$ cat src/rtl/udp_receive_pkg.sv
// Shared types and constants for the UDP receive slot scheduler.
package udp_receive_pkg;

  typedef enum logic [1:0] {
    I_IDLE,
    I_WRITE,
    I_DROP
  } ingress_state_type;

  typedef enum logic [1:0] {
    E_IDLE,
    E_DRAIN,
    E_RELEASE
  } egress_state_type;

  // A discarded slot stays unallocatable this long while its FIFO resets.
  localparam int unsigned COOLDOWN_CYCLES = 2;
  localparam int unsigned COOLDOWN_WIDTH  = $clog2(COOLDOWN_CYCLES + 1);

endpackage

$ cat src/rtl/round_robin_arbiter.sv
// Combinational round-robin pick: first requester at or after the pointer.
module round_robin_arbiter #(
  parameter int unsigned SLOT_COUNT       = 4,
  parameter int unsigned SLOT_INDEX_WIDTH = $clog2(SLOT_COUNT)
) (
  input  logic [SLOT_COUNT-1:0]       request_i,
  input  logic [SLOT_INDEX_WIDTH-1:0] pointer_i,
  output logic [SLOT_COUNT-1:0]       grant_o,
  output logic [SLOT_INDEX_WIDTH-1:0] grant_index_o,
  output logic                        grant_valid_o
);

  // Walk the slots starting at the pointer, wrapping once.
  always_comb begin
    int unsigned j;
    j             = 0;
    grant_o       = '0;
    grant_index_o = '0;
    grant_valid_o = 1'b0;
    for (int unsigned i = 0; i < SLOT_COUNT; i++) begin
      j = int'(pointer_i) + i;
      if (j >= SLOT_COUNT) begin
        j = j - SLOT_COUNT;
      end
      if (!grant_valid_o && request_i[j]) begin
        grant_valid_o = 1'b1;
        grant_o[j]    = 1'b1;
        grant_index_o = SLOT_INDEX_WIDTH'(j);
      end
    end
  end

endmodule

$ cat src/rtl/receive_slot_scheduler.sv
// Allocates ingress packets to free receive slots and round-robins complete
// slots onto a single downstream consumer.
module receive_slot_scheduler
  import udp_receive_pkg::*;
#(
  parameter int unsigned SLOT_COUNT       = 4,
  parameter int unsigned SLOT_INDEX_WIDTH = $clog2(SLOT_COUNT)
) (
  input  logic                         clock,
  input  logic                         reset_n,
  input  logic [7:0]                   data,
  input  logic                         data_enable,
  input  logic                         packet_start,
  input  logic                         good_packet,
  input  logic                         bad_packet,
  input  logic [SLOT_COUNT-1:0]        slot_ready,
  input  logic [SLOT_COUNT-1:0]        slot_data_ready,
  input  logic [8*SLOT_COUNT-1:0]      slot_push_data,
  input  logic [SLOT_COUNT-1:0]        slot_push_data_valid,
  input  logic [16*SLOT_COUNT-1:0]     slot_ipv4_identification,
  input  logic [16*SLOT_COUNT-1:0]     slot_ipv4_flags,
  output logic [7:0]                   slot_data,
  output logic [SLOT_COUNT-1:0]        slot_data_enable,
  output logic [SLOT_COUNT-1:0]        slot_good_packet,
  output logic [SLOT_COUNT-1:0]        slot_bad_packet,
  output logic [SLOT_COUNT-1:0]        slot_push_data_enable,
  input  logic                         push_data_enable,
  output logic [7:0]                   push_data,
  output logic                         push_data_valid,
  output logic                         frame_active,
  output logic [SLOT_INDEX_WIDTH-1:0]  frame_slot,
  output logic [15:0]                  frame_ipv4_identification,
  output logic [15:0]                  frame_ipv4_flags,
  output logic                         frame_done,
  output logic [15:0]                  dropped_packet_count
);

  typedef logic [SLOT_INDEX_WIDTH-1:0] idx_t;
  typedef logic [COOLDOWN_WIDTH-1:0]   cool_t;

  ingress_state_type     ingress_state_q, ingress_state_d;
  egress_state_type      egress_state_q, egress_state_d;
  idx_t                  ingress_slot_q, ingress_slot_d;
  idx_t                  frame_slot_q, frame_slot_d;
  idx_t                  rr_ptr_q, rr_ptr_d;
  logic                  frame_active_q, frame_active_d;
  logic [15:0]           ident_q, ident_d, flags_q, flags_d;
  logic [15:0]           dropped_count_q, dropped_count_d;
  logic [SLOT_COUNT-1:0] busy_q, busy_d, busy_clr;
  cool_t                 cooldown_q [SLOT_COUNT];
  cool_t                 cooldown_d [SLOT_COUNT];

  logic [SLOT_COUNT-1:0] free_slots;
  logic                  free_any;
  idx_t                  free_idx;
  logic [SLOT_COUNT-1:0] arb_grant;
  idx_t                  arb_idx;
  logic                  arb_valid;
  logic [15:0]           arb_ident, arb_flags;

  assign slot_data                 = data;
  assign frame_active              = frame_active_q;
  assign frame_slot                = frame_slot_q;
  assign frame_ipv4_identification = ident_q;
  assign frame_ipv4_flags          = flags_q;
  assign dropped_packet_count      = dropped_count_q;

  // Lowest-index slot that is idle, not holding a packet and not cooling down.
  always_comb begin
    free_slots = '0;
    free_any   = 1'b0;
    free_idx   = '0;
    for (int k = SLOT_COUNT - 1; k >= 0; k--) begin
      free_slots[k] = slot_ready[k] & ~busy_q[k] & (cooldown_q[k] == '0);
      if (free_slots[k]) begin
        free_any = 1'b1;
        free_idx = idx_t'(k);
      end
    end
  end

  round_robin_arbiter #(
    .SLOT_COUNT       (SLOT_COUNT),
    .SLOT_INDEX_WIDTH (SLOT_INDEX_WIDTH)
  ) u_arbiter (
    .request_i     (busy_q & slot_data_ready),
    .pointer_i     (rr_ptr_q),
    .grant_o       (arb_grant),
    .grant_index_o (arb_idx),
    .grant_valid_o (arb_valid)
  );

  // Header fields of the slot about to be granted.
  always_comb begin
    arb_ident = '0;
    arb_flags = '0;
    for (int k = 0; k < SLOT_COUNT; k++) begin
      if (arb_grant[k]) begin
        arb_ident = slot_ipv4_identification[16*k +: 16];
        arb_flags = slot_ipv4_flags[16*k +: 16];
      end
    end
  end

  // State registers for both FSMs and the slot bookkeeping.
  always_ff @(posedge clock) begin
    if (!reset_n) begin
      ingress_state_q <= I_IDLE;
      egress_state_q  <= E_IDLE;
      ingress_slot_q  <= '0;
      frame_slot_q    <= '0;
      rr_ptr_q        <= '0;
      frame_active_q  <= 1'b0;
      ident_q         <= '0;
      flags_q         <= '0;
      dropped_count_q <= '0;
      busy_q          <= '0;
      for (int k = 0; k < SLOT_COUNT; k++) cooldown_q[k] <= '0;
    end else begin
      ingress_state_q <= ingress_state_d;
      egress_state_q  <= egress_state_d;
      ingress_slot_q  <= ingress_slot_d;
      frame_slot_q    <= frame_slot_d;
      rr_ptr_q        <= rr_ptr_d;
      frame_active_q  <= frame_active_d;
      ident_q         <= ident_d;
      flags_q         <= flags_d;
      dropped_count_q <= dropped_count_d;
      busy_q          <= busy_d;
      for (int k = 0; k < SLOT_COUNT; k++) cooldown_q[k] <= cooldown_d[k];
    end
  end

  // Ingress next state: allocate on packet start, return to idle on a verdict.
  always_comb begin
    ingress_state_d = ingress_state_q;
    ingress_slot_d  = ingress_slot_q;
    dropped_count_d = dropped_count_q;
    case (ingress_state_q)
      I_IDLE: begin
        if (packet_start && data_enable) begin
          if (free_any) begin
            ingress_slot_d  = free_idx;
            ingress_state_d = I_WRITE;
          end else begin
            ingress_state_d = I_DROP;
            if (dropped_count_q != 16'hFFFF) dropped_count_d = dropped_count_q + 16'd1;
          end
        end
      end
      I_WRITE, I_DROP: begin
        if (good_packet || bad_packet) ingress_state_d = I_IDLE;
      end
      default: ingress_state_d = I_IDLE;
    endcase
  end

  // Ingress outputs: steer strobes and verdicts to the allocated slot.
  always_comb begin
    slot_data_enable = '0;
    slot_good_packet = '0;
    slot_bad_packet  = '0;
    case (ingress_state_q)
      I_IDLE: begin
        // The first byte lands in the slot being selected this cycle.
        if (packet_start && data_enable && free_any) slot_data_enable[free_idx] = 1'b1;
      end
      I_WRITE: begin
        slot_data_enable[ingress_slot_q] = data_enable;
        if (bad_packet) begin
          slot_bad_packet[ingress_slot_q] = 1'b1;
        end else if (good_packet) begin
          slot_good_packet[ingress_slot_q] = 1'b1;
        end
      end
      default: ;
    endcase
  end

  // Slot bookkeeping: good verdict marks busy, release clears, bad starts cooldown.
  always_comb begin
    busy_d = (busy_q | slot_good_packet) & ~busy_clr;
    for (int k = 0; k < SLOT_COUNT; k++) begin
      if (slot_bad_packet[k]) begin
        cooldown_d[k] = cool_t'(COOLDOWN_CYCLES);
      end else if (cooldown_q[k] != '0) begin
        cooldown_d[k] = cooldown_q[k] - 1'b1;
      end else begin
        cooldown_d[k] = '0;
      end
    end
  end

  // Egress next state: grant, drain until the slot empties, then release.
  always_comb begin
    egress_state_d = egress_state_q;
    frame_slot_d   = frame_slot_q;
    frame_active_d = frame_active_q;
    ident_d        = ident_q;
    flags_d        = flags_q;
    rr_ptr_d       = rr_ptr_q;
    case (egress_state_q)
      E_IDLE: begin
        if (arb_valid) begin
          frame_slot_d   = arb_idx;
          ident_d        = arb_ident;
          flags_d        = arb_flags;
          frame_active_d = 1'b1;
          egress_state_d = E_DRAIN;
        end
      end
      E_DRAIN: begin
        if (!slot_data_ready[frame_slot_q]) egress_state_d = E_RELEASE;
      end
      E_RELEASE: begin
        frame_active_d = 1'b0;
        rr_ptr_d       = (frame_slot_q == idx_t'(SLOT_COUNT - 1)) ? '0 : frame_slot_q + 1'b1;
        egress_state_d = E_IDLE;
      end
      default: egress_state_d = E_IDLE;
    endcase
  end

  // Egress outputs: consumer read strobe and byte mux from the granted slot.
  always_comb begin
    busy_clr              = '0;
    frame_done            = 1'b0;
    slot_push_data_enable = '0;
    push_data             = '0;
    push_data_valid       = 1'b0;
    if (frame_active_q) begin
      push_data       = slot_push_data[{frame_slot_q, 3'b000} +: 8];
      push_data_valid = slot_push_data_valid[frame_slot_q];
    end
    case (egress_state_q)
      E_DRAIN:   slot_push_data_enable[frame_slot_q] = push_data_enable;
      E_RELEASE: begin
        busy_clr[frame_slot_q] = 1'b1;
        frame_done             = 1'b1;
      end
      default: ;
    endcase
  end

endmodule

$ cat config.mk
export PLATFORM = sky130hd
export DESIGN_NAME = receive_slot_scheduler
export DESIGN_NICKNAME = d
export VERILOG_FILES = /design/src/rtl/udp_receive_pkg.sv /design/src/rtl/round_robin_arbiter.sv /design/src/rtl/receive_slot_scheduler.sv
export SDC_FILE = /design/constraint.sdc
export NUM_CORES = 1
export LEC_CHECK = 0
export CAP_MARGIN = 20
export CORE_ASPECT_RATIO = 1.2
export CORE_UTILIZATION = 40
export DETAILED_ROUTE_END_ITERATION = 12
export PLACE_DENSITY_LB_ADDON = 0.25
export SLEW_MARGIN = 10
export SYNTH_ARGS = -nofsm -noshare
export SYNTH_HDL_FRONTEND = slang
export SYNTH_SLANG_ARGS = --single-unit
$ cat constraint.sdc
create_clock -name clock -period 3.38 [get_ports clock]
set_input_delay 0.507 -clock clock [delete_from_list [all_inputs] [get_ports clock]]
set_output_delay 0.507 -clock clock [all_outputs]
set_load 0.02 [all_outputs]
======== Word level (Yosys, flattened, before mapping) ========
Memories as Yosys holds them, arrays and structs flattened.
Index checks and enable logic that the tools add are counted.
word-level totals
  register bits after elaboration ......... 63
  memories kept ........................... 1
  input port bits ......................... 187
  logic and storage cells ................. 207
  bits in writable memories ............... 8
  output and inout bits ................... 85
memory list
  memory      words  width  read ports  clocked after Yosys merged registers in  wr ports  RTL line                      RTL
  cooldown_q  4      2      4           0                                        4         receive_slot_scheduler.sv:50  cool_t cooldown_q [SLOT_COUNT];
cells by class
  add/sub/neg operators ................... 13
  muxes and demuxes ....................... 94
  $lt $le $gt $ge ......................... 18
  bitwise logic cells ..................... 26
  reductions and logical operators ........ 34
  shift-type cells ........................ 1
  equal/unequal tests ..................... 10
operators with widths
  kind                                                                 number
  greater-or-equal comparator 32 x 1 -> 1 bit (second input constant)  4
  less-than comparator 32 x 3 -> 1 bit (second input constant)         4
  2-to-1 mux 16 bit                                                    8
  2-to-1 mux 32 bit                                                    4
  greater-or-equal comparator 32 x 3 -> 1 bit (second input constant)  3
  subtractor 32 x 3 -> 32 bit (second input constant)                  3
  2-to-1 mux 2 bit                                                     26
  2-to-1 mux 4 bit                                                     12
  variable part select 32 x 6 -> 8 bit                                 1
  2-to-1 mux 1 bit                                                     26
  adder 16 x 1 -> 16 bit (second input constant)                       1
  AND 4 bit                                                            4
  inequality test 16 bit (second input constant)                       1
  OR 4 bit                                                             4
  demux 1 bit (select 2 bit)                                           7
  binary-select mux 1 bit (select 2 bit)                               6
  logical AND 1 bit                                                    12
  logical NOT 2 bit                                                    6
  nonzero test 2 bit                                                   5
  less-than comparator 2 x 3 -> 1 bit (second input constant)          3
  AND 1 bit                                                            8
  2-to-1 mux 8 bit                                                     1
  inequality test 2 bit (second input constant)                        4
  case mux 2 bit (2 select lines)                                      2
  other kinds (20)                                                     41

======== Logic depth before layout (Yosys ltp) ========
  word-level depth ........................ 18
  gate-level depth with buffers ........... 14
  mapped depth without buffers ............ 9

======== Modules after synthesis ========
A second synthesis with hierarchy kept.
unflattened totals
  cell total of the unflattened synthesis .. 566
  area, all modules ....................... 4680.7 µm²
by module, submodules not included
  module                  area an instance (µm²)  instances  sequential area each (µm²)  cells an instance
  receive_slot_scheduler  4221.5                  1          1421.4                      518
  round_robin_arbiter     459.2                   1          0.0                         48

======== Worst setup path after synthesis ========
Ideal clock, no wire load.
  path type ............................... register to register
  start point ............................. register rr_ptr_q[0]
  end point ............................... register flags_q[1] (netlist: frame_ipv4_flags[1])
  arrival ................................. 2.705 ns
  path slack .............................. 0.587 ns
  data required time ...................... 3.292 ns
  library setup time ...................... 0.088 ns
  path buffers ............................ 5
  cell stages (with the launch flop) ...... 14
  period minus slack after synthesis ...... 2.793 ns
  cells stage by stage .................... dfxtp_1 -> buf_4 -> inv_2 -> ha_1 -> clkbuf_1 -> or3_1 -> a21oi_1 -> o21ai_0 -> and3_1 -> clkbuf_2 -> nor2b_1 -> buf_2 -> buf_6 -> a311oi_2
on the way
  longest elaborated chain between the ends .. 18
  elaborated cells on any way between the ends .. 65
  classes of those cells .................. 7 x add/sub; 12 x order compare; 32 x mux; 3 x bitwise; 11 x reduce/logical
RTL lines
  what                                                                                  RTL line                       RTL
  from (decl)                                                                           receive_slot_scheduler.sv:45   idx_t rr_ptr_q, rr_ptr_d;
  from (signal assigned)                                                                receive_slot_scheduler.sv:124  rr_ptr_q <= rr_ptr_d;
  parallel branches: the longest is 18 deep, another holds subtractor 32 x 3 -> 32 bit  --
  to (signal assigned)                                                                  receive_slot_scheduler.sv:127  flags_q <= flags_d;
  to (decl)                                                                             receive_slot_scheduler.sv:47   logic [15:0] ident_q, ident_d, flags_q, flags_d;
Parallel ways; which one is timed is not known. The select of a mux whose other input is x is not followed.
A chain may end at the register's enable or synchronous reset.

======== Worst setup path in the final report ========
  start point ............................. input slot_ready[1]
  end point ............................... output slot_data_enable[1]
on the way
  longest elaborated chain between the ends .. 10
  elaborated cells on any way between the ends .. 14
  classes of those cells .................. 2 x order compare; 8 x mux; 2 x bitwise; 2 x reduce/logical
RTL lines
  what                                                                                                                     RTL line                       RTL
  from (decl)                                                                                                              receive_slot_scheduler.sv:16   input logic [SLOT_COUNT-1:0] slot_ready,
  AND 1 bit * (2 in a row)                                                                                                 receive_slot_scheduler.sv:74   free_slots[k] = slot_ready[k] & ~busy_q[k] & (cooldown_q[k] == '0);
  2-to-1 mux 2 bit (2 in a row)                                                                                            receive_slot_scheduler.sv:75   if (free_slots[k]) begin
  less-than comparator 2 x 3 -> 1 bit (not written as such) or greater-or-equal comparator 2 x 1 -> 1 bit (tied branches)  receive_slot_scheduler.sv:166  if (packet_start && data_enable && free_any) slot_data_enable[free_idx] = 1'b1;
  logical AND 1 bit (not written as such)                                                                                  receive_slot_scheduler.sv:166
  2-to-1 mux 1 bit (not written as such)                                                                                   receive_slot_scheduler.sv:166
  demux 1 bit (select 2 bit)                                                                                               receive_slot_scheduler.sv:166
  2-to-1 mux 4 bit *                                                                                                       receive_slot_scheduler.sv:166
  case mux 4 bit (2 select lines) *                                                                                        receive_slot_scheduler.sv:163  case (ingress_state_q)
  to (decl)                                                                                                                receive_slot_scheduler.sv:23   output logic [SLOT_COUNT-1:0] slot_data_enable,
Mark *: on every way between the ends. The rest lies on a longest branch, timed or not.

==> out/qor.yml <==
seq_area_um2: 1420
cap_violations: 0
rr_startpoint: "rr_ptr_q[1]$_SDFFE_PN0P_"
numCtsBuffers: 9
syn_nets: 777
area_growth_pct: 59.2
gp_congestion: 0.926
syn_area_um2: 4970
diodes: 0
startpoint_type: "input pin"
power_density_nw_per_um2: 271
cts_tree: "built"
ys_top_cells_by_area: "dfxtp_1 (29%), a311oi_2 (9.1%), mux4_2 (5.9%)"
wirelength_um: 16700
dp_slack_ns: 0.123
p_seq_frac: 0.401
synth_cells: 576
setup_violations: 0
cts_repair_resize_count: 0
drc: 0
worst_r2r_endpoint: "frame_ipv4_flags[11]$_SDFFE_PN0P_"
antenna_found_initial: 0
ant_nets: 0
overflow: 0
hold_viol_final: 0
status: "complete, no violations"
clock_skew_ns: 0.00876
cp-startpoint: "slot_ready[1]"
htreeDepth: 3
power.share.clock: 0.429
min_path_type: "reg -> reg"
period_share: 0.927
core_area_um2: 12100
cts.sinks: 71
fillerInstances: 1041
rr_worst_depth: 9
yosysMostFrequentCell: "nand2_1"
switching_share: 0.250
worstSkewPairLatency_ns: 0.34
p_leak_nw: 2.77
clk_path_buf_depth: 2
r2r_setup_slack_ns: 0.56
stdcell_count: 975
ir_drop_v: 0.000286
hpwl_um: 12700
groute.usage.overall: 0.256
io_pins: 272
synthArstFlopShare: 0
routed-via-count: 5491
rows: 44
synth_warnings: 0
intPower_mw: 1.61
slew_violations: 0
initial_core_util: 0.410
crit_type: "in -> out"
grt_pass1_wl_um: 26300
clk_pin_slew_ns: 0.06
arrival_ns: 2.63
dieArea_um2: 12900
critPathMaxFanout: 3
fp.dieW_um: 104
grt_max_degree: 60
drt_iter0_drc: 341
die_h_um: 124
io_buffer_count: 255
first_pass_iters: 4
total_power_mw: 2.15
clock-root-buffer: "clkbuf_16"
drive_gt1_frac: 0.108
syn_avg_cell_area_um2: 8.62
grt_setup_unrepaired: "false"
grt_pass1_vias: 5440
comb_power_share: 0.170
worstPathRequired_ns: 2.87
ys_ff_latch: 71
slew_headroom: 0.387
synth-main-ff-cell: "dfxtp_1"
cp-end-kind: "primary output"
yosysSeqAreaShare: 0.286
ys_top_cells_by_count: "nand2_1 (72), dfxtp_1 (71), nand3_1 (46)"
worst_pin_slew_ns: 0.920
dp_cells: 959
tns_ns: 0
fin_nets: 1010
synth_top_area_share: 0.286
synth.distinct_cells: 57
fmax_ghz: 0.319
postCtsSetupBuffers: 0
endpoint: "slot_data_enable[1]"
synth_edf_count: 0
cts_hold_buf: 0
multi_input_area_um2: 3210
period_needed_ns: 3.13
fin_ws_ns: 0.245
switching_power_mw: 0.536
wl_per_cell_um: 17.2
vias_per_cell: 5.63
synth_area_leader_cell: "dfxtp_1"
==> logic make-up after synthesis <==
| kind of cell | Yosys count | synth area share |
|---|---|---|
| flops | 71 | 0.286 |
| simple gates | 290 | 0.304 |
| mux | 14 | 0.0610 |
| buf+inv | 62 | 0.0700 |
| compound gates | 110 | 0.217 |
| fa+ha+maj | 14 | 0.0353 |
| xor+xnor | 15 | 0.0265 |
==> through the flow <==
stage	area, µm²	utilization	hold WS, ns
finish	7910	0.653	0.456
global route	7910	0.653	0.476
CTS	7910	0.653	0.457
detailed placement	7620	0.629	0.449
global placement	7620	0.629	0.429
floorplan	4970	-	0.421
==> layer usage <==
| metal | vias to the layer above | share of wire | track usage |
|---|---|---|---|
| li1 | 2607 | - | - |
| met1 | 2587 | 0.38 | 0.277 |
| met2 | 265 | 0.51 | 0.468 |
| met3 | 32 | 0.084 | 0.0827 |
| met4 | 0 | 0.028 | 0.0973 |
| met5 | - | 0 | 0 |
==> sequential cells by signal, summed over array words and instances, names as in the netlist <==
name	flops
frame_ipv4_identification	16
dropped_packet_count	16
ingress_state_q	2
frame_slot	2
frame_active	1
rr_ptr_q	2
ingress_slot_q	2
busy_q	4
cooldown_q	8
frame_ipv4_flags	16
egress_state_q	2
==> how the worst min path moves through the flow <==
stage | startpoint | end | slack (ns) | cells past startpoint
2_1_floorplan | cooldown_q[0][0]$_SDFF_PP0_ | cooldown_q[0][0]$_SDFF_PP0_ | 0.42 | 1
3_3_place_gp | cooldown_q[3][0]$_SDFF_PP0_ | cooldown_q[3][0]$_SDFF_PP0_ | 0.43 | 1
3_5_place_dp | cooldown_q[3][0]$_SDFF_PP0_ | cooldown_q[3][0]$_SDFF_PP0_ | 0.45 | 1
4_1_cts | cooldown_q[0][0]$_SDFF_PP0_ | cooldown_q[0][0]$_SDFF_PP0_ | 0.46 | 1
5_1_grt | cooldown_q[3][0]$_SDFF_PP0_ | cooldown_q[3][0]$_SDFF_PP0_ | 0.48 | 1
6_report | cooldown_q[3][0]$_SDFF_PP0_ | cooldown_q[3][0]$_SDFF_PP0_ | 0.46 | 1
==> layout by cell type (no fill, tap or decap), drive strengths merged, types with 16 or more instances in the layout <==
master	instances
clkdlybuf4s50	254
nand2	72
dfxtp	71
nand3	46
nor3	45
and2	35
nand2b	34
o311ai	32
a311oi	32
buf	20
nor2	17
a21oi	16
==> final cells by class <==
cell class	count	area share
clock buffer	9	0.0285
clock inverter	7	0.00807
inverter	10	0.00475
multi-input combinational	443	0.405
sequential	71	0.180
tap	161	0.0255
timing repair buffer	274	0.348
==> worst max-delay path, cell delays in order <==
cell and delay [ns]:
clkdlybuf4s50_1 0.47, or4b_2 0.63, o32ai_1 0.36, clkdlybuf4s50_1 0.66
==> power groups by stage <==
| stage | Clock, mW | Combinational [mW] | Sequential, mW |
|---|---|---|---|
| after floorplan | 0 | 0.106 | 0.888 |
| after global placement | 0 | 0.360 | 0.878 |
| after detailed placement | 0 | 0.364 | 0.878 |
| after CTS | 0.940 | 0.366 | 0.860 |
| after global routing | 0.976 | 0.390 | 0.861 |
| final | 0.920 | 0.365 | 0.860 |
No activity file was read; power rests on OpenSTA's default activity.
